==> config.mk <==
export PLATFORM = sky130hd
export DESIGN_NAME = bp_axi_mem_responder
export DESIGN_NICKNAME = d
export VERILOG_FILES = /design/src/rtl/bp_me_pkg.sv /design/src/rtl/bp_axi_mem_responder.sv
export SDC_FILE = /design/constraint.sdc
export NUM_CORES = 1
export LEC_CHECK = 0
export CAP_MARGIN = 20
export CORE_AREA = 2 2 480 482
export CTS_CLUSTER_DIAMETER = 150
export DETAILED_ROUTE_END_ITERATION = 7
export DIE_AREA = 0 0 482 484
export DONT_BUFFER_PORTS = 1
export GPL_TIMING_DRIVEN = 0
export PLACE_DENSITY = 0.3
export SYNTH_ARGS = -nofsm -noshare
export SYNTH_HDL_FRONTEND = slang
export SYNTH_SLANG_ARGS = --single-unit
==> constraint.sdc <==
create_clock -name clk_i -period 7 [get_ports clk_i]
set_clock_uncertainty 0.2 [all_clocks]
set_input_delay 0.35 -clock clk_i [delete_from_list [all_inputs] [get_ports clk_i]]
set_output_delay 0.35 -clock clk_i [all_outputs]
set_load 0.01 [all_outputs]
==> src/rtl/bp_me_pkg.sv <==
// Shared AXI encodings and the responder FSM state type.
package bp_me_pkg;

   localparam logic [1:0] AxiBurstIncr  = 2'b01;
   localparam logic [1:0] AxiRespOkay   = 2'b00;
   localparam logic [1:0] AxiRespSlverr = 2'b10;

   typedef enum logic [2:0] {
      StIdle,
      StWrData,
      StWrResp,
      StRdIssue,
      StRdWait,
      StRdResp
   } state_e;

endpackage

==> src/rtl/bp_axi_mem_responder.sv <==
// Single-outstanding AXI4 slave that turns INCR bursts into word accesses on a
// simple synchronous memory port (read data returns one cycle after the request).
module bp_axi_mem_responder
   import bp_me_pkg::*;
#(
   parameter int unsigned axi_id_width_p   = 1,
   parameter int unsigned axi_addr_width_p = 30,
   parameter int unsigned axi_data_width_p = 256,
   parameter int unsigned mem_addr_width_p = 20
) (
   input  logic                          clk_i,
   input  logic                          reset_n_i,

   input  logic [axi_id_width_p-1:0]     axi_awid_i,
   input  logic [axi_addr_width_p-1:0]   axi_awaddr_i,
   input  logic [7:0]                    axi_awlen_i,
   input  logic [2:0]                    axi_awsize_i,
   input  logic [1:0]                    axi_awburst_i,
   input  logic                          axi_awvalid_i,
   output logic                          axi_awready_o,

   input  logic [axi_data_width_p-1:0]   axi_wdata_i,
   input  logic [axi_data_width_p/8-1:0] axi_wstrb_i,
   input  logic                          axi_wlast_i,
   input  logic                          axi_wvalid_i,
   output logic                          axi_wready_o,

   output logic [axi_id_width_p-1:0]     axi_bid_o,
   output logic [1:0]                    axi_bresp_o,
   output logic                          axi_bvalid_o,
   input  logic                          axi_bready_i,

   input  logic [axi_id_width_p-1:0]     axi_arid_i,
   input  logic [axi_addr_width_p-1:0]   axi_araddr_i,
   input  logic [7:0]                    axi_arlen_i,
   input  logic [2:0]                    axi_arsize_i,
   input  logic [1:0]                    axi_arburst_i,
   input  logic                          axi_arvalid_i,
   output logic                          axi_arready_o,

   output logic [axi_id_width_p-1:0]     axi_rid_o,
   output logic [axi_data_width_p-1:0]   axi_rdata_o,
   output logic [1:0]                    axi_rresp_o,
   output logic                          axi_rlast_o,
   output logic                          axi_rvalid_o,
   input  logic                          axi_rready_i,

   output logic                          mem_v_o,
   output logic                          mem_w_o,
   output logic [mem_addr_width_p-1:0]   mem_addr_o,
   output logic [axi_data_width_p-1:0]   mem_data_o,
   output logic [axi_data_width_p/8-1:0] mem_mask_o,
   input  logic [axi_data_width_p-1:0]   mem_data_i
);

   localparam int unsigned offset_lp = $clog2(axi_data_width_p / 8);
   localparam logic [2:0]  size_lp   = 3'(offset_lp);

   state_e                        state_q, state_d;
   logic                          prefer_read_q;
   logic [axi_id_width_p-1:0]     id_q;
   logic [8:0]                    count_q;
   logic [mem_addr_width_p-1:0]   addr_q;
   logic                          legal_q;
   logic [1:0]                    resp_q;
   logic [axi_data_width_p-1:0]   rdata_q;

   logic aw_hs, ar_hs, w_hs, r_hs, last_beat, aw_legal, ar_legal;

   assign aw_hs     = axi_awvalid_i & axi_awready_o;
   assign ar_hs     = axi_arvalid_i & axi_arready_o;
   assign w_hs      = axi_wvalid_i & axi_wready_o;
   assign r_hs      = axi_rvalid_o & axi_rready_i;
   assign last_beat = (count_q == 9'd1);
   assign aw_legal  = (axi_awburst_i == AxiBurstIncr) && (axi_awsize_i == size_lp);
   assign ar_legal  = (axi_arburst_i == AxiBurstIncr) && (axi_arsize_i == size_lp);

   always_ff @(posedge clk_i) begin
      if (!reset_n_i) state_q <= StIdle;
      else            state_q <= state_d;
   end

   always_comb begin
      state_d = state_q;
      unique case (state_q)
         StIdle: begin
            if (aw_hs)      state_d = StWrData;
            else if (ar_hs) state_d = StRdIssue;
         end
         StWrData:  if (w_hs && (axi_wlast_i || last_beat)) state_d = StWrResp;
         StWrResp:  if (axi_bready_i) state_d = StIdle;
         StRdIssue: state_d = StRdWait;
         StRdWait:  state_d = StRdResp;
         StRdResp:  if (r_hs) state_d = last_beat ? StIdle : StRdIssue;
         default:   state_d = StIdle;
      endcase
   end

   // Handshake outputs are masked while reset is held so nothing is accepted or issued.
   always_comb begin
      axi_awready_o = 1'b0;
      axi_arready_o = 1'b0;
      axi_wready_o  = 1'b0;
      axi_bvalid_o  = 1'b0;
      axi_rvalid_o  = 1'b0;
      mem_v_o       = 1'b0;
      mem_w_o       = 1'b0;
      mem_addr_o    = addr_q;
      mem_data_o    = axi_wdata_i;
      mem_mask_o    = legal_q ? axi_wstrb_i : '0;
      axi_bid_o     = id_q;
      axi_bresp_o   = resp_q;
      axi_rid_o     = id_q;
      axi_rdata_o   = rdata_q;
      axi_rresp_o   = resp_q;
      axi_rlast_o   = last_beat;
      if (reset_n_i) begin
         unique case (state_q)
            StIdle: begin
               axi_awready_o = !(axi_arvalid_i && prefer_read_q);
               axi_arready_o = !(axi_awvalid_i && !prefer_read_q);
            end
            StWrData: begin
               axi_wready_o = 1'b1;
               mem_v_o      = axi_wvalid_i;
               mem_w_o      = 1'b1;
            end
            StWrResp:  axi_bvalid_o = 1'b1;
            StRdIssue: mem_v_o      = legal_q;
            StRdResp:  axi_rvalid_o = 1'b1;
            default: ;
         endcase
      end
   end

   always_ff @(posedge clk_i) begin
      if (!reset_n_i) begin
         prefer_read_q <= 1'b0;
         id_q          <= '0;
         count_q       <= '0;
         addr_q        <= '0;
         legal_q       <= 1'b0;
         resp_q        <= AxiRespOkay;
         rdata_q       <= '0;
      end else begin
         if (aw_hs) begin
            id_q          <= axi_awid_i;
            count_q       <= {1'b0, axi_awlen_i} + 9'd1;
            addr_q        <= mem_addr_width_p'(axi_awaddr_i >> offset_lp);
            legal_q       <= aw_legal;
            resp_q        <= aw_legal ? AxiRespOkay : AxiRespSlverr;
            prefer_read_q <= 1'b1;
         end else if (ar_hs) begin
            id_q          <= axi_arid_i;
            count_q       <= {1'b0, axi_arlen_i} + 9'd1;
            addr_q        <= mem_addr_width_p'(axi_araddr_i >> offset_lp);
            legal_q       <= ar_legal;
            resp_q        <= ar_legal ? AxiRespOkay : AxiRespSlverr;
            prefer_read_q <= 1'b0;
         end
         if (w_hs || r_hs) begin
            addr_q  <= addr_q + mem_addr_width_p'(1);
            count_q <= count_q - 9'd1;
         end
         // wlast arriving early or late relative to awlen marks the burst bad.
         if (w_hs && (axi_wlast_i != last_beat)) resp_q <= AxiRespSlverr;
         if (state_q == StRdWait) rdata_q <= legal_q ? mem_data_i : '0;
      end
   end

endmodule

== Word-level counts from Yosys, hierarchy flattened ==
Cells that the tools add are included.
Word-level totals
  register bits: 293
  output and inout port bits: 578
  word-level logic and storage cells: 88
  input bits: 640
Operators by class
  bitwise logic cells: 5
  equality and inequality tests: 15
  muxes and demuxes: 38
  add/subtract/negate cells: 4
  reduce and logical (&&, ||, !) cells: 17
Operator list (number)
  256-bit 2-to-1 mux: 1
  20-bit 2-to-1 mux: 3
  32-bit 2-to-1 mux: 1
  9-bit 2-to-1 mux: 3
  20-bit by 1-bit adder with 20-bit output (second input constant): 1
  8-bit by 1-bit adder with 9-bit output (second input constant): 2
  3-bit one-hot mux with 6 select lines: 1
  1-bit 2-to-1 mux: 17
  3-bit 2-to-1 mux: 5
  3-bit equality test (second input constant): 4
  2-bit 2-to-1 mux: 6
  9-bit by 1-bit equality test with 1-bit output (second input constant): 1
  9-bit by 1-bit subtractor with 9-bit output (second input constant): 1
  3-bit by 2-bit equality test with 1-bit output (second input constant): 2
  1-bit logical AND: 6
  2-bit inequality test (second input constant): 3
  3-bit nonzero test: 2
  1-bit bitwise AND: 4
  2-bit by 1-bit equality test with 1-bit output (second input constant): 2
  4-bit AND reduction: 1
  3-bit by 1-bit equality test with 1-bit output (second input constant): 1
  1-bit logical NOT: 3
  3-bit logical NOT: 1
  3-bit inequality test (second input constant): 1
  6 further kinds: 7

== Depth between registers and ports, before layout ==
Gate-level depths: netlist (run 1).
  word-level depth: 9
  depth in mapped cells: 12

== Worst setup path after synthesis (run 1) ==
No wires, ideal clock.
  kind: register to register
  start: register state_q[2]
  end: register count_q[6]
  required time: 6.740 ns
  arrival time: 2.485 ns
  clock period less this slack: 2.745 ns
  setup time: 0.060 ns
  buffers on the path: 2
  setup slack: 4.255 ns
  stages on the path, launching flop included: 12
  cell sequence: dfxtp_1 or4b_1 clkbuf_1 nor2_2 buf_2 nand2_1 nand2_1 ha_1 nand3_1 or3_1 nand3_1 a32o_1
On the way
  word-level cells in the longest chain between the ends: 6
  elaborated cells on any way between the ends: 19
  those cells by class: eq/ne (2); mux (10); bitwise (4); reduce/logical (3)
Ends and longest elaborated chain
  start: declaration: RTL line bp_axi_mem_responder.sv:59  | state_e state_q, state_d;
  start signal: assignment: RTL line bp_axi_mem_responder.sv:79  | if (!reset_n_i) state_q <= StIdle;
  start signal: assignment: RTL line bp_axi_mem_responder.sv:80  | else state_q <= state_d;
  3-bit by 1-bit equality test with 1-bit output, or another cell as far along: RTL line bp_axi_mem_responder.sv:118  | unique case (state_q)
  1-bit 2-to-1 mux: RTL line bp_axi_mem_responder.sv:118
  1-bit 2-to-1 mux: RTL line bp_axi_mem_responder.sv:117  | if (reset_n_i) begin
  1-bit bitwise AND, on equally long branches: RTL line bp_axi_mem_responder.sv:72, bp_axi_mem_responder.sv:70, bp_axi_mem_responder.sv:73
  1-bit logical OR or 9-bit 2-to-1 mux (tied branches): RTL line bp_axi_mem_responder.sv:161, bp_axi_mem_responder.sv:146
  3-bit nonzero test (no source line) or 9-bit 2-to-1 mux (tied branches)
  end signal: assignment: RTL line bp_axi_mem_responder.sv:148  | count_q <= {1'b0, axi_awlen_i} + 9'd1;
  end signal: assignment: RTL line bp_axi_mem_responder.sv:155  | count_q <= {1'b0, axi_arlen_i} + 9'd1;
  end signal: assignment: RTL line bp_axi_mem_responder.sv:163  | count_q <= count_q - 9'd1;
  end: declaration: RTL line bp_axi_mem_responder.sv:62  | logic [8:0] count_q;
Parallel ways exist; a longest one is shown, timed or not.
A chain may end at the register's enable or synchronous reset.

== Worst setup path after layout (run 1) ==
  start: register state_q[0]
  end: register count_q[4]
Same word-level chain as after synthesis.

==> metrics.json, run 1 <==
{
  "place": {
    "place.detailed.instances": 4832,
    "dpl.hpwl_mm": 97.4,
    "globalplace.congestion": 1.11,
    "placement.io_buffers": 0
  },
  "route": {
    "via_count": 14862,
    "via_per_inst": 2.82,
    "drt_pre_antenna_iters": 5,
    "post_drt_wl_per_cell_um": 21.8,
    "first_iter_violations": 761,
    "drc": 0,
    "remaining_antenna_violation_count_after_routing": 0,
    "post_detailed_routing_wire_length_mm": 115
  },
  "sta": {
    "post-route-min-period_ns": 5.27,
    "rsz0062_at_grt": "no",
    "worst_pin_slew_ns": 1.19,
    "timing.final.max_slew_violations": 0,
    "fmax_ghz": 0.190,
    "final_report_setup_violation_count": 0,
    "timing.final.hold_violations": 0,
    "final_min_period_over_clock_period_pct": 75.3,
    "maxSlewHeadroom_pct": 20.8,
    "tns_setup_ns": 0
  },
  "hold_path": {
    "hold_endpoint": "count_q[1]",
    "hold_path.startpoint": "axi_awlen_i[0]",
    "hold-path-cell-count": 4,
    "worst_hold_path_type": "input pin to register"
  },
  "synthesis": {
    "synth_seq_cells": 292,
    "synthDistinctLibCells": 61,
    "synth_area_leader_cell": "dfxtp_1",
    "synth_cells": 1795,
    "asyncSetResetFlopFracSynth_pct": 0,
    "synth-edff-count": 0,
    "area_of_the_mapped_netlist_um2": 14500,
    "mean_cell_area_of_the_mapped_netlist_um2": 8.10,
    "synth_top_cells_by_area": "dfxtp_1, buf_4, a21boi_0, nand3_1, nand2_1",
    "synthFlopType": "dfxtp_1",
    "synth_sequential_area_ratio_pct": 40.2,
    "yosysWarnings": 0,
    "synth_largest_type_area_fraction_pct": 40.2
  },
  "global_route": {
    "globalRouteOverflowTotal": 0,
    "grt_first_pass_wirelength_mm": 144,
    "gr-usage-all-layers_pct": 9.30,
    "antenna_found_initial": 65,
    "largest_net_degree_at_the_start_of_global_routing": 12,
    "first_global_vias": 14533
  },
  "clock_tree": {
    "clockBufferDepth": 3,
    "htreeDepth": 2,
    "cts_root_buffer": "clkbuf_16",
    "cts_buffers": 43,
    "clock_tree_from_tritoncts": "built",
    "clock_sinks": 292,
    "clk-insertion-delay-late_ns": 0.63,
    "path_clk_slew_ns": 0.06,
    "post_cts.repair.setup_buffers": 0
  },
  "setup_path": {
    "criticalPathCategory": "register to register",
    "cp.arrival_ns": 5.65,
    "worstSetupEndpointType": "register",
    "reg2reg_slack_ns": 1.73,
    "required_ns": 7.38,
    "crit_fanout": 10,
    "worstReg2RegStart": "state_q[0]",
    "reg2reg_to": "count_q[4]",
    "critical_path.startpoint_type": "register",
    "worst_r2r_path_depth": 15
  },
  "power_and_ir_drop": {
    "peakVddDrop_mv": 0.160,
    "comb_power_share_pct": 17.8,
    "sw_frac_of_total_pct": 30.5,
    "totalPowerFinal_mw": 4.96,
    "power_switching_mw": 1.51,
    "power.density_nw_per_um2": 213,
    "leakage_dissipation_nw": 7.43,
    "power_report.internal_total_mw": 3.44,
    "power_frac_clock_pct": 46.6,
    "pwr-share-seq_pct": 35.7
  },
  "die": {
    "floorplan.die.width_um": 482,
    "rows": 176,
    "floorplan.die_area_um2": 233000,
    "core-area_um2": 229000,
    "initial_utilization_pct": 6.36,
    "die_y_um": 484,
    "num_io_pins": 1218
  },
  "cells_and_area": {
    "layout.cells.non_filler": 5275,
    "final_net_count": 2825,
    "filler_cell_count": 26531,
    "syn_to_final_growth_pct": 60.3,
    "layout-drive-gt1-share_pct": 16.5
  },
  "flow_run": {
    "maxCapViolCount": 0
  },
  "status": {
    "outcome": "finished clean"
  }
}
[timing repair]
action                    4_1_cts  5_1_grt
hold endpoints to repair      292        0
resized for setup               0        0
hold buffers                  329        0
[kinds of logic after synthesis]
logic type      share of synthesized area, %
xor+xnor                               0.663
buf+inv                                 17.4
flops                                   40.2
simple gates                            23.6
mux                                    0.766
compound gates                          16.9
other cells                           0.0258
fa+ha+maj                              0.430
[cell usage after synthesis (3+ instances only)]
library cell,n
or3_1,4
and2_1,35
a211oi_1,6
o21ai_0,8
and4_1,10
nand3_1,283
nor2b_1,3
nand4_1,9
xor2_1,4
dfxtp_1,292
buf_2,8
nand3b_1,3
buf_4,262
nor2_1,22
nand2_1,328
ha_1,5
nor3_1,6
o21a_1,8
clkbuf_1,128
a21oi_1,10
and3_1,13
inv_1,7
buf_1,3
a311o_1,4
nor4_1,4
xnor2_1,7
a211o_1,3
a31oi_1,9
o211ai_1,4
a21boi_0,258
mux2i_1,10
[per-layer routing]
layer / global-route usage [%] / part of all wire, % / wire length (um) / up-vias
li1: - / - / - / 6694
met1: 9.76 / 37 / 42300 / 7041
met2: 16.6 / 50 / 57700 / 932
met3: 3.69 / 9.7 / 11100 / 167
met4: 3.22 / 3.2 / 3670 / 28
met5: 0.373 / 0.25 / 285 / -
[through the flow]
stage                     worst slack, ns  area, um2  utilization (%)  hold slack, ns
after CTS                            1.67      23200             10.2          0.0121
final                                1.73      23300             10.2           0.107
after global placement               2.39      18300             8.02           0.297
after detailed placement             3.24      18500             8.08           0.303
after global routing                 1.39      23300             10.2          0.0690
after floorplan                      4.26      14500                -           0.281
[power groups by stage]
stage | combinational (mW) | clock (mW) | sequential (mW)
finish | 0.882 | 2.31 | 1.77
global route | 0.960 | 2.47 | 1.77
CTS | 0.915 | 2.43 | 1.77
detailed placement | 0.714 | 0 | 1.81
global placement | 0.714 | 0 | 1.81
floorplan | 0.439 | 0 | 1.78
[critical path, cell delays in order (launching register included)]
cell           delay [ns]
dfxtp_1              0.31
buf_2                0.17
nor4b_1              0.71
nand3_2              0.59
buf_2                0.45
nand2_1              0.12
nand2_1              0.05
dlygate4sd3_1        0.56
ha_1                 0.26
nand3_1              0.12
xnor2_1              0.11
dlygate4sd3_1        0.56
nor2_1               0.05
a211oi_1             0.24
dlygate4sd3_1        0.59
o21a_1               0.11
[cell type report]
cell class	count	area, um2	share of cell area, %
multi-input combinational	1096	6170	26.5
sequential	292	5850	25.1
tap	3026	3790	16.2
timing repair buffer	339	3430	14.7
buffer	401	2510	10.8
clock buffer	65	1310	5.61
clock inverter	14	148	0.633
antenna	35	87.6	0.376
inverter	7	26.3	0.113
[how the worst max path moves through the flow]
stage | slack [ns] | to | cells after the start | startpoint
2_1_floorplan | 4.26 | count_q[6] | 11 | state_q[2]
3_3_place_gp | 2.39 | mem_v_o | 5 | legal_q
3_5_place_dp | 3.24 | count_q[4] | 12 | state_q[0]
4_1_cts | 1.67 | count_q[4] | 15 | state_q[0]
5_1_grt | 1.39 | count_q[4] | 15 | state_q[0]
6_report | 1.73 | count_q[4] | 15 | state_q[0]
[registers in the layout (all words and copies together) (netlist names)]
| register | count |
|---|---|
| mem_addr_o | 20 |
| axi_bresp_o | 1 |
| legal_q | 1 |
| state_q | 3 |
| prefer_read_q | 1 |
| axi_bid_o | 1 |
| axi_rdata_o | 256 |
| count_q | 9 |
[cell usage in the layout (no fill, tap or decap), drive strengths merged, types with 12 or more instances in the layout]
cell | synthesis | layout
dlygate4sd3 | 0 | 329
nand2 | 328 | 328
dfxtp | 292 | 292
nand3 | 284 | 284
buf | 273 | 283
a21boi | 258 | 258
clkbuf | 128 | 193
diode | 0 | 35
and2 | 35 | 35
nor2 | 23 | 23
and3 | 13 | 13
inv | 7 | 12
Power figures use the tool's default switching activity.
==> inputs of run 2 (changes only) <==
==> constraint.sdc (replaced) <==
create_clock -name clk_i -period 4.86 [get_ports clk_i]
set_clock_uncertainty 0.2 [all_clocks]
set_input_delay 0.243 -clock clk_i [delete_from_list [all_inputs] [get_ports clk_i]]
set_output_delay 0.243 -clock clk_i [all_outputs]
set_load 0.01 [all_outputs]
==> run 2 against run 1 <==
Net effect:
- fmax increased by 16%
- register-to-register slack got worse by 1.4 ns
- sequential share of layout area shrank 0.068 points
- final cell count hardly changed
- design area is 0.27% higher
- total power increased by 44%
- worst hold slack lost 0.024 ns
- sequential power is 44% higher
- utilization hardly changed
- combinational power grew 45%
- global-route usage stayed put
- first-iteration DRC count increased by 1.4%
- highest routed layer unchanged
==> metrics.json, run 2 (synthesis gave the netlist of run 1 again) <==
{
  "route": {
    "via_per_inst": {"value": 2.81, "change": "-0.16%"},
    "drc": {"value": 0, "change": "unchanged"},
    "drt_pre_antenna_iters": {"value": 7, "change": "+2"},
    "via_count": {"value": 14852, "change": "-0.067%"},
    "post_drt_wl_per_cell": {"value": 21.8, "unit": "um", "change": "about the same"},
    "post_detailed_routing_wire_length": {"value": 115, "unit": "mm", "change": "about the same"},
    "remaining_antenna_violation_count_after_routing": {"value": 0, "change": "unchanged"},
    "first_iter_violations": {"value": 772, "change": "+1.4%"}
  },
  "setup_path": {
    "required": {"value": 5.18, "unit": "ns", "change": "-2.20 ns"},
    "reg2reg_slack": {"value": 0.33, "unit": "ns", "change": "-1.39 ns"},
    "critical_path.startpoint_type": "register",
    "critical-path-slowest-cell": "nor2_2",
    "criticalPathCategory": "register to register",
    "max_stage_delay": {"value": 0.67, "unit": "ns", "change": "-0.04 ns"},
    "worst_path_dominant_cell_family": "buffers and inverters",
    "crit_start": "state_q[2]",
    "critical_path.cell_chain": "or4b_1, clkbuf_1, nor2_2, buf_2, nand2_1, nand2_1, ha_1, nand2_1, xor2_1, dlygate4sd3_1, nand2_1, a32o_1, dlygate4sd3_1",
    "timing.critical_path.buf_inv": {"value": 4, "change": "-1"},
    "worst_r2r_path_depth": {"value": 13, "change": "-2"},
    "crit_fanout": {"value": 10, "change": "unchanged"},
    "cp.arrival": {"value": 4.84, "unit": "ns", "change": "-0.81 ns"},
    "worstReg2RegStart": "state_q[2]",
    "reg2reg_to": "count_q[6]",
    "critPathMostFrequentCell": "nand2_1",
    "worstSetupEndpointType": "register"
  },
  "sta": {
    "fmax": {"value": 0.221, "unit": "GHz", "change": "+16%"},
    "timing.final.hold_violations": {"value": 0, "change": "unchanged"},
    "timing.final.max_slew_violations": {"value": 0, "change": "unchanged"},
    "final_min_period_over_clock_period": {"value": 93.1, "unit": "%", "change": "+18 points"},
    "post-route-min-period": {"value": 4.53, "unit": "ns", "change": "-0.746 ns"},
    "final_report_setup_violation_count": {"value": 0, "change": "unchanged"},
    "tns_setup": {"value": 0, "unit": "ns", "change": "unchanged"},
    "rsz0062_at_grt": "no",
    "worst_pin_slew": {"value": 1.03, "unit": "ns", "change": "-0.159 ns"},
    "maxSlewHeadroom": {"value": 31.4, "unit": "%", "change": "+11 points"},
    "fin_hold_ws": {"value": 0.0824, "unit": "ns", "change": "-0.0243 ns"}
  },
  "die": {
    "die_y": {"value": 484, "unit": "um", "change": "unchanged"},
    "initial_utilization": {"value": 6.36, "unit": "%", "change": "unchanged"},
    "core-area": {"value": 229000, "unit": "um2", "change": "unchanged"},
    "num_io_pins": {"value": 1218, "change": "unchanged"},
    "floorplan.die_area": {"value": 233000, "unit": "um2", "change": "unchanged"},
    "rows": {"value": 176, "change": "unchanged"},
    "floorplan.die.width": {"value": 482, "unit": "um", "change": "unchanged"}
  },
  "power_and_ir_drop": {
    "power.density": {"value": 306, "unit": "nW/um2", "change": "+44%"},
    "peakVddDrop": {"value": 0.231, "unit": "mV", "change": "+44%"},
    "leakage_dissipation": {"value": 7.46, "unit": "nW", "change": "+0.40%"},
    "totalPowerFinal": {"value": 7.15, "unit": "mW", "change": "+44%"}
  },
  "place": {
    "placement.io_buffers": {"value": 0, "change": "unchanged"},
    "globalplace.congestion": {"value": 1.11, "change": "unchanged"},
    "placedInstanceArea": {"value": 18500, "unit": "um2", "change": "unchanged"},
    "place.detailed.instances": {"value": 4832, "change": "unchanged"},
    "dpl.hpwl": {"value": 97.4, "unit": "mm", "change": "unchanged"}
  },
  "clock_tree": {
    "cts_root_buffer": "clkbuf_16",
    "clk-insertion-delay-late": {"value": 0.63, "unit": "ns", "change": "about the same"},
    "htreeDepth": {"value": 2, "change": "unchanged"},
    "cts_buffers": {"value": 43, "change": "unchanged"},
    "clock_sinks": {"value": 292, "change": "unchanged"},
    "clock_tree_from_tritoncts": "built",
    "path_clk_slew": {"value": 0.05, "unit": "ns", "change": "about the same"},
    "post_cts.repair.setup_buffers": {"value": 0, "change": "unchanged"},
    "clockBufferDepth": {"value": 3, "change": "unchanged"}
  },
  "cells_and_area": {
    "layout_common_cells": "dlygate4sd3_1, nand2_1, dfxtp_1",
    "multi_input_area": {"value": 6180, "unit": "um2", "change": "+0.10%"},
    "layout_commonest_cell": "dlygate4sd3_1",
    "syn_to_final_growth_pct": 60.7,
    "largest_register_ff_count": {"value": 256, "change": "unchanged"},
    "filler_cell_count": {"value": 26539, "change": "+0.030%"},
    "layout.cells.non_filler": {"value": 5280, "change": "+0.095%"},
    "layout-drive-gt1-share": {"value": 16.5, "unit": "%", "change": "about the same"},
    "post-route-cell-area": {"value": 23400, "unit": "um2", "change": "+0.27%"},
    "final_net_count": {"value": 2831, "change": "+0.21%"},
    "seq_area": {"value": 5850, "unit": "um2", "change": "unchanged"}
  },
  "global_route": {
    "first_global_vias": {"value": 14528, "change": "-0.034%"},
    "antenna_found_initial": {"value": 65, "change": "unchanged"},
    "gr-usage-all-layers": {"value": 9.30, "unit": "%", "change": "unchanged"},
    "largest_net_degree_at_the_start_of_global_routing": {"value": 12, "change": "unchanged"},
    "grt_first_pass_wirelength": {"value": 144, "unit": "mm", "change": "about the same"},
    "globalRouteOverflowTotal": {"value": 0, "change": "unchanged"}
  },
  "hold_path": {
    "hold-path-cell-count": {"value": 6, "change": "+2"},
    "worst_hold_path_type": "input pin to register",
    "hold_path.startpoint": "axi_wlast_i",
    "hold_endpoint": "state_q[2]"
  },
  "flow_run": {
    "maxCapViolCount": {"value": 0, "change": "unchanged"}
  },
  "status": {
    "outcome": "finished clean"
  }
}
run 2: cell types whose count changed in the layout (fill, tap and decap cells not counted), sizes merged:
cell         before  now
dlygate4sd3     329  335
diode            35   34
run 2: worst max-delay path by stage:
stage	to	cells after the start
3_5_place_dp	count_q[4]	12
6_report	count_q[6]	13
5_1_grt	count_q[6]	13
3_3_place_gp	mem_v_o	5
2_1_floorplan	count_q[6]	11
4_1_cts	count_q[6]	13
run 2: report_power, final:
| group | internal [mW] | switching (mW) | total [mW] |
|---|---|---|---|
| clock network | 1.97 | 1.36 | 3.32 |
| logic | 0.556 | 0.725 | 1.28 |
| registers | 2.45 | 0.0995 | 2.55 |
| total | 4.97 | 2.18 | 7.15 |
run 2: routing by layer:
layer  share of wire (%)  wire length (um)  vias to the layer above  GRT usage [%]
met5                0.25               291                        -          0.373
met3                 9.5             11000                      159           3.68
li1                    -                 -                     6694              -
met1                  37             42400                     7016           9.77
met2                  50             57900                      955           16.6
met4                 3.1              3570                       28           3.22
run 2: repair_timing:
action,4_1_cts,5_1_grt
resized for setup,0,1
hold buffers,335,0
setup endpoints to repair,0,1
hold endpoints to repair,292,0
run 2: worst reg2reg max path: stages (launching register included):
cell           delay, ns
dfxtp_1             0.37
or4b_1              0.52
clkbuf_1            0.18
nor2_2              0.67
buf_2               0.38
nand2_1             0.08
nand2_1             0.06
ha_1                0.23
nand2_1             0.11
xor2_1              0.15
dlygate4sd3_1       0.57
nand2_1             0.07
a32o_1              0.26
dlygate4sd3_1       0.54
run 2: layout make-up:
type	count	share of cell area [%]
multi-input cells	1096	26.4
flip-flops and latches	292	25.0
well taps	3026	16.2
repair buffers	345	14.9
plain buffers	401	10.7
clock buffers	65	5.60
clock inverters	14	0.632
diodes	34	0.364
inverters	7	0.112
run 2: through the flow:
step	setup WS [ns]	utilization (%)
5_1_grt	0.146	10.2
4_1_cts	0.121	10.2
3_3_place_gp	0.356	8.02
2_1_floorplan	2.12	-
3_5_place_dp	1.10	8.08
6_report	0.334	10.2
